### src/rtl/simple_uart_tx_arbiter.sv
// rtl/simple_uart_tx_arbiter.sv - per-message arbiter pacing NREQ byte streams into one simple_uart TX
// Define SIMPLE_UART_ARB_FIXED_PRIO_EN for fixed lowest-index priority; default is round-robin.
module simple_uart_tx_arbiter #(
  parameter int SYSTEM_FREQ = 50_000_000,
  parameter int BAUD_RATE   = 9600,
  parameter int NREQ        = 4
) (
  input  logic              clock,
  input  logic              arst_n,
  input  logic [NREQ-1:0]   req_valid,
  input  logic [8*NREQ-1:0] req_data,
  input  logic [NREQ-1:0]   req_last,
  output logic [NREQ-1:0]   req_ready,
  output logic [NREQ-1:0]   grant,
  output logic              busy,
  output logic [7:0]        tx_value,
  output logic              tx_value_write
);

  localparam int BIT_CYCLES  = SYSTEM_FREQ / BAUD_RATE;
  localparam int BYTE_CYCLES = 11 * BIT_CYCLES;
  localparam int CNT_W       = $clog2(BYTE_CYCLES);
  localparam int PTR_W       = $clog2(NREQ);

  localparam logic [CNT_W-1:0] CNT_LOAD  = CNT_W'(BYTE_CYCLES - 2);
  localparam logic [NREQ-1:0]  GRANT_ONE = NREQ'(1);

  generate
    if (BIT_CYCLES < 2 || NREQ < 2 || NREQ > 8) begin : g_param_check
      $error("simple_uart_tx_arbiter: illegal SYSTEM_FREQ/BAUD_RATE/NREQ");
    end
  endgenerate

  typedef enum logic [1:0] {
    IDLE = 2'd0,
    SEND = 2'd1,
    WAIT = 2'd2
  } state_t;

  state_t            state_q, state_d;
  logic [NREQ-1:0]   grant_q, grant_d;
  logic [PTR_W-1:0]  owner_q, owner_d;
  logic [CNT_W-1:0]  cnt_q, cnt_d;
  logic              last_q, last_d;
  logic [7:0]        tx_value_q, tx_value_d;
  logic              tx_write_q, tx_write_d;
  logic [PTR_W-1:0]  start_ptr;
  logic [PTR_W-1:0]  sel_idx;
  logic              sel_found;
  logic [7:0]        req_byte [NREQ];

  genvar gi;
  generate
    for (gi = 0; gi < NREQ; gi++) begin : g_bytes
      assign req_byte[gi] = req_data[8*gi +: 8];
    end
  endgenerate

`ifdef SIMPLE_UART_ARB_FIXED_PRIO_EN
  assign start_ptr = '0;
`else
  localparam logic [PTR_W-1:0] LAST_IDX = PTR_W'(NREQ - 1);
  logic [PTR_W-1:0] rr_ptr_q, rr_ptr_d;
  assign start_ptr = rr_ptr_q;
`endif

  // First valid requester at or after start_ptr, wrapping modulo NREQ.
  always_comb begin : sel_search
    logic [PTR_W:0] cand;
    sel_found = 1'b0;
    sel_idx   = '0;
    cand      = '0;
    for (int k = 0; k < NREQ; k++) begin
      cand = {1'b0, start_ptr} + (PTR_W+1)'(k);
      if (cand >= (PTR_W+1)'(NREQ)) begin
        cand = cand - (PTR_W+1)'(NREQ);
      end
      if (!sel_found && req_valid[cand[PTR_W-1:0]]) begin
        sel_found = 1'b1;
        sel_idx   = cand[PTR_W-1:0];
      end
    end
  end

  always_comb begin : fsm_next
    state_d    = state_q;
    grant_d    = grant_q;
    owner_d    = owner_q;
    cnt_d      = cnt_q;
    last_d     = last_q;
    tx_value_d = tx_value_q;
    tx_write_d = 1'b0;
    req_ready  = '0;
`ifndef SIMPLE_UART_ARB_FIXED_PRIO_EN
    rr_ptr_d   = rr_ptr_q;
`endif
    case (state_q)
      IDLE: begin
        if (sel_found) begin
          grant_d = GRANT_ONE << sel_idx;
          owner_d = sel_idx;
          state_d = SEND;
        end
      end
      SEND: begin
        req_ready = grant_q;
        if (req_valid[owner_q]) begin
          tx_value_d = req_byte[owner_q];
          last_d     = req_last[owner_q];
          tx_write_d = 1'b1;
          cnt_d      = CNT_LOAD;
          state_d    = WAIT;
        end
      end
      WAIT: begin
        if (cnt_q == '0) begin
          if (last_q) begin
`ifndef SIMPLE_UART_ARB_FIXED_PRIO_EN
            rr_ptr_d = (owner_q == LAST_IDX) ? '0 : owner_q + PTR_W'(1);
`endif
            grant_d = '0;
            state_d = IDLE;
          end else begin
            state_d = SEND;
          end
        end else begin
          cnt_d = cnt_q - CNT_W'(1);
        end
      end
      default: begin
        grant_d = '0;
        state_d = IDLE;
      end
    endcase
  end

  always_ff @(posedge clock or negedge arst_n) begin
    if (!arst_n) begin
      state_q    <= IDLE;
      grant_q    <= '0;
      owner_q    <= '0;
      cnt_q      <= '0;
      last_q     <= 1'b0;
      tx_value_q <= 8'h00;
      tx_write_q <= 1'b0;
`ifndef SIMPLE_UART_ARB_FIXED_PRIO_EN
      rr_ptr_q   <= '0;
`endif
    end else begin
      state_q    <= state_d;
      grant_q    <= grant_d;
      owner_q    <= owner_d;
      cnt_q      <= cnt_d;
      last_q     <= last_d;
      tx_value_q <= tx_value_d;
      tx_write_q <= tx_write_d;
`ifndef SIMPLE_UART_ARB_FIXED_PRIO_EN
      rr_ptr_q   <= rr_ptr_d;
`endif
    end
  end

  assign grant          = grant_q;
  assign busy           = (state_q != IDLE);
  assign tx_value       = tx_value_q;
  assign tx_value_write = tx_write_q;

endmodule

### config.mk
export PLATFORM = sky130hd
export DESIGN_NAME = simple_uart_tx_arbiter
export DESIGN_NICKNAME = d
export VERILOG_FILES = /design/src/rtl/simple_uart_tx_arbiter.sv
export SDC_FILE = /design/constraint.sdc
export NUM_CORES = 1
export LEC_CHECK = 0
export ABC_AREA = 1
export BUFFER_PORTS_ARGS = -buffer_cell sky130_fd_sc_hd__buf_2
export CORE_MARGIN = 10
export CORE_UTILIZATION = 30
export CTS_CLUSTER_SIZE = 28
export DETAILED_ROUTE_END_ITERATION = 8
export PLACE_DENSITY_LB_ADDON = 0.1
export SYNTH_ARGS = -nofsm -noshare
export SYNTH_HDL_FRONTEND = slang
export SYNTH_SLANG_ARGS = --single-unit
### constraint.sdc
create_clock -name clock -period 4.9 [get_ports clock]
set_input_delay 0.245 -clock clock [delete_from_list [all_inputs] [get_ports clock]]
set_output_delay 0.245 -clock clock [all_outputs]
set_load 0.01 [all_outputs]
* Word level (Yosys, flattened, before mapping)
Cells that the tools add are included.
Word-level totals: bits of input ports 42, flip-flop bits (word level) 36
Operators by class: $lt $le $gt $ge 10, multiplexer cells 43, equal/unequal tests 8, shift operators 1, reduce and logical (&&, ||, !) cells 16, bitwise operators 2, add/sub/neg operators 9
Operators by type and width (count):
- $mux 16 | 2
- $pmux 16 s2 | 1
- $mux 2 | 12
- $bmux 8 s2 | 1
- $logic_not 16->1 | 1
- $mux 4 | 4
- $mux 8 | 2
- $sub 16x1->16 const B | 1
- $lt 2x3->1 const B | 5
- $mux 1 | 13
- $bmux 1 s2 | 6
- $ge 3x3->1 const B | 4
- $pmux 4 s3 | 1
- $ne 2x2->1 const B | 5
- $reduce_and 3->1 | 3
- $sub 2x1->2 const B | 4
- $add 2x2->3 const B | 2
- $pmux 2 s3 | 1
- $eq 2x2->1 const B | 2
- $reduce_and 2->1 | 2
- $reduce_and 4->1 | 1
- $reduce_bool 2->1 | 2
- $shl 1x2->4 const A | 1
- $add 2x1->3 const B | 1
- 8 further kinds | 12

* Depth between registers and ports, before layout
Gate-level depths: netlist (run 1).
depth after elaboration 17, gate-level depth with buffers 12, gate-level depth less buffers 12

* Least setup slack after synthesis (run 1)
No wires, ideal clock.
path kind reg2reg, from reg cnt_q[0], to reg cnt_q[4], path buffers 1, setup slack 3310 ps, arrival time 1463 ps, period minus slack after synthesis 1590 ps, cell stages (with the launch flop) 11, cells stage by stage dfrtp_1 inv_1 ha_1 nand3_1 nor2_1 nand2_1 nand2_2 nand2_4 buf_6 nand4_1 o21ai_0
Between the ends: cells in the longest elaborated chain, start to end 3, elaborated cells between the ends (all ways) 6, classes of those cells add/sub: 1; eq/ne: 1; mux: 2; reduce/logical: 2
RTL lines:
- from (decl) | RTL line 43 | logic [CNT_W-1:0] cnt_q, cnt_d;
- from (signal assigned) | RTL line 153 | cnt_q <= cnt_d;
- $sub 16x1->16 / $logic_not 16->1 (equally long branches) | RTL line 127, 116
- $mux 16 / $ne 2x2->1 (equally long branches)
- $pmux 16 s2 / $reduce_and 3->1 (equally long branches)
Parallel ways exist; a longest one is shown, timed or not. The select of a mux whose other input is x is not followed. A chain may end at the register's enable or synchronous reset.

* Final worst setup path (run 1)
from reg owner_q[0], to reg cnt_q[10]
Between the ends: cells in the longest elaborated chain, start to end 4
RTL lines:
- from (decl) | RTL line 42 | logic [PTR_W-1:0] owner_q, owner_d;
- from (signal assigned) | RTL line 152 | owner_q <= owner_d;
- $bmux 1 s2 | RTL line 107 | if (req_valid[owner_q]) begin
- $mux 1 (implied by the code) | RTL line 107
- $ne 2x2->1 (no source line)
- $reduce_and 3->1 (no source line)
No other way between the ends. The select of a mux whose other input is x is not followed.

==> results of run 1 <==
==> metrics by stage <==
| step | cells | setup slack, ns | utilization (%) | area, sq um |
|---|---|---|---|---|
| 3_5_place_dp | 493 | 2.66 | 35.4 | 2710 |
| 6_report | 501 | 2.65 | 36.9 | 2820 |
| 3_3_place_gp | 493 | 2.73 | 35.4 | 2710 |
| 4_1_cts | 501 | 2.64 | 36.9 | 2820 |
| 2_1_floorplan | 342 | 3.31 | - | 2350 |
| 5_1_grt | 501 | 2.37 | 36.9 | 2820 |
==> state kept, by name (all words and copies together), names as in the netlist <==
name            flops
tx_value            8
tx_value_write      1
last_q              1
rr_ptr_q            2
cnt_q              16
owner_q             2
state_q             2
grant               4
==> final timing paths <==
path	slack, ns	from	endpoint	cells past startpoint
worst max-delay path	2.65	owner_q[0]	cnt_q[10]	9
worst min-delay path	0.06	arst_n	cnt_q[3]	1
worst max register to register	2.65	owner_q[0]	cnt_q[10]	9
worst min register to register	0.48	tx_value[0]	tx_value[0]	2
max in group asynchronous	4.33	arst_n	owner_q[0]	1
min in group clock	0.34	req_data[26]	tx_value[2]	5
==> layout make-up <==
class	count	area [sq um]	share of cell area [%]
Inverter	32	120	4.26
Sequential cell	36	901	32.0
Clock buffer	5	68.8	2.44
Clock inverter	3	42.5	1.51
Multi-Input combinational cell	264	1260	44.8
Timing Repair Buffer	59	295	10.5
Tap cell	102	128	4.53
==> power groups by stage <==
stage / logic (uW) / registers [uW] / clock network [uW]
floorplan: 17.0 / 303 / 0
global placement: 43.5 / 303 / 0
detailed placement: 43.5 / 303 / 0
CTS: 43.6 / 297 / 273
global route: 49.0 / 297 / 284
finish: 42.1 / 297 / 264
==> layer usage <==
layer	up-vias	part of all wire (%)	track usage [%]
met4	0	0.90	2.54
met5	-	0	0
met1	1053	46	14.0
met2	53	47	19.1
li1	1218	-	-
met3	7	6.1	3.39
==> layout by cell type (no fill, tap or decap), types with 3 or more instances in the layout <==
cell	n
inv_2	5
o32ai_1	9
nand2_1	104
nand2_2	7
a21oi_1	5
xor2_1	3
nor3_1	3
nand3_2	3
dfrtp_1	36
o21ai_0	23
nand4_1	6
nand2_4	4
nor2_1	62
o21ai_1	6
buf_2	59
nand3_1	16
inv_1	27
clkbuf_8	5
==> worst max-delay path: cells and delay by family (launching register included) <==
| family | cells | cell delay, ns |
|---|---|---|
| AO/OA/AOI/OAI | 2 | 0.28 |
| buffers and inverters | 1 | 0.30 |
| flip-flops | 1 | 0.79 |
| AND/OR/NAND/NOR | 6 | 0.76 |
==> logic make-up (layout without fill, tap and decap cells) <==
family          after synthesis  count (layout)  share of synthesized area (%)
xor+xnor                      3               3                           1.12
fa+ha+maj                     2               2                           1.07
buf+inv                      42              99                           7.73
flops                        36              36                           38.4
mux                           1               1                          0.480
simple gates                209             209                           38.7
compound gates               49              49                           12.5
==> impl_metrics.yaml, run 1 <==
status:
  run_status: "finished clean"
sta:
  whs_ns: 0.0565
  finClkSkew_ns: 0.00453
  worst_pin_slew_ns: 0.826
  drv_slew: 0
  fin_crit_sh_pct: 45.9
  hold_violations: 0
  setup_viol: 0
  layout_min_cycle_time_ns: 2.25
  fin_setup_tns_ns: 0
  rsz0062_at_grt: "false"
  relSlewSlack_pct: 45.0
  maxClockFrequency_mhz: 444
routing:
  ant_nets: 0
  vias_per_cell: 4.65
  dr.pass1.iters: 4
  routed_wl_mm: 6.53
  wl_per_cell_microns: 13.0
  num_vias: 2331
  drt_iter0_drc: 112
  drc_errors: 0
logic_synthesis:
  synth_nets: 386
  ys.flop_type: "dfrtp_1"
  synthArstFlopShare_pct: 100
  seq_area_frac_synth_pct: 38.4
  synth_cell_type_count: 30
  synth_warnings: 0
  synth.most_common_cell: "nand2_1"
  yosys-top-cells-area: "dfrtp_1 38%, nand2_1 17%, nor2_1 9.9%"
  avgSynthCellArea_sq_um: 6.86
  synth_top_area_share_pct: 38.4
  synth_common_cells: "104 x nand2_1, 62 x nor2_1, 36 x dfrtp_1"
  synth_area_sq_um: 2350
  synth.largest_area_cell: "dfrtp_1"
  synth_edf_count: 0
  synth_seq_cells: 36
  synth_cells: 342
setup_path:
  cpMaxStageDelayCell: "dfrtp_1"
  path_max_fanout: 24
  cp.required_ns: 5.08
  crit_arrival_ns: 2.43
  setup.worst_path.class: "reg2reg"
  critPathMostFrequentCell: "nand2_1"
  startpoint_type: "register"
  cp_slowest_stage_delay_ns: 0.79
  end_kind: "register"
  path_cells: "inv_2 > nand2_1 > nand2_1 > o21ai_2 > nand2_4 > nand2_4 > nand2_1 > o21ai_0 > nand2_1"
global_route:
  antenna_found_initial: 0
  grt_max_degree: 37
  grt_usage_pct: 11.4
  overflow: 0
  grt_pass1_vias: 2360
  grt_first_pass_wirelength_mm: 11.0
cells_and_area:
  diodes: 0
  n_fill_cell: 849
  syn_to_final_growth_pct: 20.2
  num-nets-final: 442
  drive_gt1_share_pct: 22.8
die:
  die_h_microns: 108
  initial_core_util_pct: 30.7
  rows: 32
  dieArea_sq_um: 11800
  die_x_microns: 108
  ioPinCount: 60
  core_area_sq_um: 7650
clock_network:
  cts_buffer_depth: 2
  clk_pin_slew_ns: 0.08
  cts.sink_count: 36
  cts_tree: "done"
  cts_hold_buffers: 0
  root_buffer: "clkbuf_8"
  cts_buffers: 5
  post_cts_buffers: 0
  cts.repair.resized: 0
  clk_latency_ns: 0.29
  cts.htree.levels: 2
pwr:
  pwr-share-seq_pct: 49.2
  fin_total_pwr_uw: 603
  clockPowerShare_pct: 43.8
  vdd_drop_max_uv: 120
  switching_power_uw: 137
  swShare_pct: 22.7
  p_leak_uw: 0.00140
  power.density_nw_per_um2: 214
  internal_power_uw: 466
  p_comb_share_pct: 7.0
placement:
  hpwl_mm: 5.03
  port_buffers: 59
  gp_congestion: 0.839
worst_hold_path:
  hold_class: "in2async"
flow_run:
  cap_violations: 0
Note: power is estimated with default switching activity, not from simulation.
==> run 2, diff against run 1 <==
- clock period: 4.9 -> 2.23 ns (I/O delays scaled with it)
==> impl_metrics.yaml, run 2 (synthesis results as in run 1) <==
setup_path:
  setup.worst_path.class: "reg2reg"
  crit_arrival_ns: 2.00
  crit_path_end: "cnt_q[10]"
  crit_path_start: "cnt_q[0]"
  cp_top_family: "simple AND/OR/NAND/NOR gates"
  cp_slowest_stage_delay_ns: 0.40
  crit_buf_inv: 1
  timing.rr.end: "cnt_q[10]"
  path_max_fanout: 18
  rrSetupSlack_ns: 0.40
  critPathMostFrequentCell: "nor2_1"
  startpoint_type: "register"
  cp.required_ns: 2.40
  worstReg2RegStart: "cnt_q[0]"
  end_kind: "register"
  ff2ff_path_depth: 11
  crit_cells: 11
  path_cells: "inv_1 > ha_1 > nand3_1 > nor2_1 > nand2_1 > nand2_2 > nand2_4 > nand3_1 > nor2_1 > nor2_1 > nand2_1"
  cpMaxStageDelayCell: "dfrtp_1"
clock_network:
  cts.sink_count: 36
  cts.htree.levels: 2
  cts_buffers: 5
  root_buffer: "clkbuf_8"
  cts.repair.resized: 0
  cts_tree: "done"
  cts_buffer_depth: 2
  clk_latency_ns: 0.29
  clk_pin_slew_ns: 0.07
global_route:
  overflow: 0
  grt_first_pass_wirelength_mm: 10.8
  antenna_found_initial: 0
  grt_pass1_vias: 2308
  grt_max_degree: 37
  grt_usage_pct: 11.2
worst_hold_path:
  hold_class: "in2reg"
cells_and_area:
  num-nets-final: 446
  largest_reg_flops: 16
  diodes: 0
  layout_common_cells: "104 x nand2_1, 62 x nor2_1, 59 x buf_2"
  final_common_cell: "nand2_1"
  drive_gt1_share_pct: 23.1
  syn_to_final_growth_pct: 20.9
  regMostFlops: "cnt_q"
  instances_no_fill: 504
routing:
  routed_wl_mm: 6.42
  vias_per_cell: 4.69
  ant_nets: 0
  wl_per_cell_microns: 12.7
  drt_iter0_drc: 86
  num_vias: 2363
  dr.pass1.iters: 4
  drc_errors: 0
flow_run:
  cap_violations: 0
sta:
  hold_violations: 0
  finClkSkew_ns: 0.00609
  fin_setup_tns_ns: 0
  rsz0062_at_grt: "false"
  fin_crit_sh_pct: 82.0
  drv_slew: 0
  relSlewSlack_pct: 44.8
  layout_min_cycle_time_ns: 1.83
  maxClockFrequency_mhz: 547
  setup_viol: 0
  setup_slack_ns: 0.402
  worst_pin_slew_ns: 0.827
die:
  core_area_sq_um: 7650
  die_x_microns: 108
  dieArea_sq_um: 11800
  ioPinCount: 60
  initial_core_util_pct: 30.7
  rows: 32
  die_h_microns: 108
placement:
  placed_cells: 496
  gp_congestion: 0.859
  post-place-ws_ns: 0.410
  port_buffers: 59
  hpwl_mm: 5.04
pwr:
  switching_power_uw: 275
  clockPowerShare_pct: 40.1
  power.density_nw_per_um2: 439
  p_leak_uw: 0.00142
  vdd_drop_max_uv: 181
  internal_power_uw: 970
  pwr-share-seq_pct: 52.4
  swShare_pct: 22.1
  p_comb_share_pct: 7.4
status:
  run_status: "finished clean"
-- run 2: changes by cell type in the layout (fill, tap and decap cells not counted), sizes merged --
cell	before	now
clkinv	1	0
bufinv	1	0
clkinvlp	1	0
dlygate4sd3	0	1
clkbuf	5	7
buf	59	62
-- run 2: layout make-up --
class / instances / area [sq um]
Clock buffer: 7 / 96.3
Fill cell: 847 / 4810
Inverter: 32 / 120
Multi-Input combinational cell: 264 / 1260
Sequential cell: 36 / 901
Tap cell: 102 / 128
Timing Repair Buffer: 63 / 328
-- run 2: worst min path at each step --
stage / slack [ns] / start / end / depth (start not counted)
6_report: 0.19 / req_data[24] / tx_value[0] / 5
2_1_floorplan: -0.18 / arst_n / cnt_q[0] / 0
5_1_grt: 0.23 / req_data[26] / tx_value[2] / 5
3_5_place_dp: 0.27 / arst_n / grant[1] / 1
3_3_place_gp: 0.27 / arst_n / cnt_q[5] / 1
4_1_cts: 0.19 / req_data[24] / tx_value[0] / 5
-- run 2: repair_timing --
| action | CTS | global route |
|---|---|---|
| endpoints found under the hold margin | 36 | 0 |
| setup buffers | 0 | 0 |
| hold buffers | 1 | 0 |
-- run 2: metrics by stage --
| step | utilization (%) | area (sq um) | hold WS (ns) | power, uW |
|---|---|---|---|---|
| floorplan | - | 2350 | -0.184 | 703 |
| global placement | 35.7 | 2730 | 0.270 | 759 |
| detailed placement | 35.7 | 2730 | 0.273 | 759 |
| CTS | 37.1 | 2840 | 0.193 | 1270 |
| global route | 37.1 | 2840 | 0.225 | 1310 |
| finish | 37.1 | 2840 | 0.190 | 1240 |
-- run 2: metal layers --
layer | GRT usage (%) | routed length (microns) | up-vias
met5 | 0 | 0 | -
met4 | 3.11 | 57 | 0
met3 | 3.45 | 338 | 7
met2 | 20.0 | 3170 | 33
met1 | 12.6 | 2850 | 1101
li1 | - | - | 1222
-- run 2: power by group through the flow --
stage	combinational (uW)	sequential, uW	clock, uW
2_1_floorplan	37.3	665	0
3_3_place_gp	93.5	665	0
3_5_place_dp	94.0	665	0
4_1_cts	95.7	652	524
5_1_grt	107	652	552
6_report	92.5	653	499
-- run 2: worst register-to-register path, delay by kind of cell, from the launching register on --
family                     cells  cell delay [ns]
buffers and inverters          1             0.11
and+or+nand+nor                9             1.04
DFF                            1             0.40
adders and majority gates      1             0.17
==> run 3, diff against run 2 <==
- ABC_AREA: 1 -> 0
- clock period: 2.23 -> 1.55 ns (I/O delays scaled with it)
==> impl_metrics.yaml, run 3 <==
worst_hold_path:
  hold_class: "in2reg"
cells_and_area:
  final_common_cell: "buf_2"
  num-nets-final: 360
  instances_no_fill: 396
  regMostFlops: "cnt_q"
  largest_reg_flops: 16
  seqCellArea_sq_um: 901
  syn_to_final_growth_pct: 58.6
  drive_gt1_share_pct: 59.8
  diodes: 0
  layout_common_cells: "59 x buf_2, 50 x buf_4, 36 x dfrtp_1"
  multi_input_area_sq_um: 1280
  n_fill_cell: 641
logic_synthesis:
  synth_top_area_share_pct: 44.1
  synth_common_cells: "36 x dfrtp_1, 33 x nand2_1, 13 x o21ai_0"
  synthArstFlopShare_pct: 100
  yosys-top-cells-area: "dfrtp_1 44%, mux4_2 11%, nand2_1 6.1%"
  synth_seq_cells: 36
  ys.flop_type: "dfrtp_1"
  avgSynthCellArea_sq_um: 10.2
  synth_warnings: 0
  synth_edf_count: 0
  synth_nets: 244
  synth_area_sq_um: 2040
  synth_cells: 200
  synth_cell_type_count: 46
  synth.most_common_cell: "dfrtp_1"
  seq_area_frac_synth_pct: 44.1
  synth.largest_area_cell: "dfrtp_1"
global_route:
  grt_pass1_vias: 2011
  antenna_found_initial: 0
  grt_usage_pct: 12.1
  grt_first_pass_wirelength_mm: 10.0
  grt_max_degree: 37
  overflow: 0
sta:
  setup_slack_ns: -0.547
  relSlewSlack_pct: 67.3
  fin_crit_sh_pct: 135
  maxClockFrequency_mhz: 477
  layout_min_cycle_time_ns: 2.10
  rsz0062_at_grt: "true"
  fin_setup_tns_ns: -11.13
  worst_pin_slew_ns: 0.490
  finClkSkew_ns: 0.00420
  hold_violations: 0
  setup_viol: 24
  drv_slew: 0
clock_network:
  cts_buffers: 5
  cts_tree: "done"
  clk_latency_ns: 0.29
  root_buffer: "clkbuf_8"
  cts.sink_count: 36
  cts.htree.levels: 2
  cts_buffer_depth: 2
  clk_pin_slew_ns: 0.07
setup_path:
  startpoint_type: "register"
  end_kind: "register"
  path_max_fanout: 6
  crit_arrival_ns: 2.28
  setup.worst_path.class: "reg2reg"
  cp.required_ns: 1.73
die:
  die_x_microns: 103
  dieArea_sq_um: 10500
  initial_core_util_pct: 30.4
  die_h_microns: 103
  rows: 30
  core_area_sq_um: 6720
  ioPinCount: 60
flow_run:
  cap_violations: 0
routing:
  routed_wl_mm: 6.00
  ant_nets: 0
  drt_iter0_drc: 52
  drc_errors: 0
  wl_per_cell_microns: 15.1
  num_vias: 1985
  dr.pass1.iters: 4
  vias_per_cell: 5.01
placement:
  hpwl_mm: 4.54
  port_buffers: 59
  placed_cells: 376
  gp_congestion: 0.749
status:
  run_status: "complete, but fails checks"
  violations: "negative setup slack"
pwr:
  vdd_drop_max_uv: 830
  p_leak_uw: 0.00147
  power.density_nw_per_um2: 1420
run 3: cell count changes after synthesis, moves of 6 or more:
cell / before / now
nor2_1: 62 / 11
nand3_1: 16 / 4
o21ai_1: 6 / 0
inv_1: 27 / 5
or3_1: 0 / 7
nand2_1: 104 / 33
nand4_1: 6 / 0
o21ai_0: 23 / 13
o32ai_1: 9 / 2
mux4_2: 0 / 10
nand2_2: 7 / 0
run 3: layer usage:
| layer | global-route usage (%) | wire, microns | part of all wire [%] |
|---|---|---|---|
| met4 | 3.58 | 71 | 1.2 |
| met2 | 18.4 | 2710 | 45 |
| met5 | 0 | 0 | 0 |
| met1 | 15.2 | 2780 | 46 |
| met3 | 5.43 | 436 | 7.3 |
run 3: kinds of logic after synthesis:
logic type	after synthesis	share of synthesized area, %
AO/OA/AOI/OAI	42	13.7
adder cells (fa/ha/maj)	2	1.23
buffers and inverters	17	3.92
flip-flops	36	44.1
multiplexers	15	13.7
AND/OR/NAND/NOR	88	23.4
run 3: power by group:
group	switching, uW	total [uW]	internal, uW
sequential	194	1380	1190
clock	340	736	396
combinational	1170	2480	1310
total	1710	4600	2900
run 3: worst paths after layout:
path                              start          end  slack [ns]  cells after the start
hold / removal             req_data[20]  tx_value[4]        0.20                      4
hold reg to reg             tx_value[0]  tx_value[0]        0.50                      2
max in group asynchronous        arst_n    cnt_q[15]        0.84                      3
setup / recovery               cnt_q[7]     grant[2]       -0.55                      4
setup reg to reg               cnt_q[7]     grant[2]       -0.55                      4
min in group asynchronous        arst_n     cnt_q[4]        0.37                      3
run 3: worst max-delay path, cell delays in order, from the launching register on:
cell     delay, ns
dfrtp_1       0.38
or4_4         0.57
or4_4         0.60
a22o_1        0.25
a32o_1        0.20
run 3: area by class of cell:
class                           instances  share of cell area (%)
Clock buffer                            7                    2.98
Inverter                                6                   0.927
Multi-Input combinational cell        147                    39.5
Sequential cell                        36                    27.8
Tap cell                               80                    3.09
Timing Repair Buffer                  120                    25.7
run 3: per-stage QoR:
stage          cell area, sq um  util [%]  power (uW)  hold WS, ns  setup WS [ns]
2_1_floorplan              2110         -        2480       -0.218         -0.635
3_3_place_gp               2820      41.9        3370        0.162         -0.610
3_5_place_dp               2820      41.9        3360        0.158         -0.614
4_1_cts                    2990      44.6        4170        0.186         -0.543
5_1_grt                    3240      48.2        4950        0.202         -0.626
6_report                   3240      48.2        4600        0.199         -0.547
run 3: what timing repair did:
action | 4_1_cts | 5_1_grt
gates resized for setup | 17 | 39
gates cloned | 0 | 1
hold endpoints to repair | 36 | 0
setup buffers | 2 | 10
pin swaps | 7 | 23
hold buffers | 1 | 0
endpoints found under the setup margin | 30 | 39
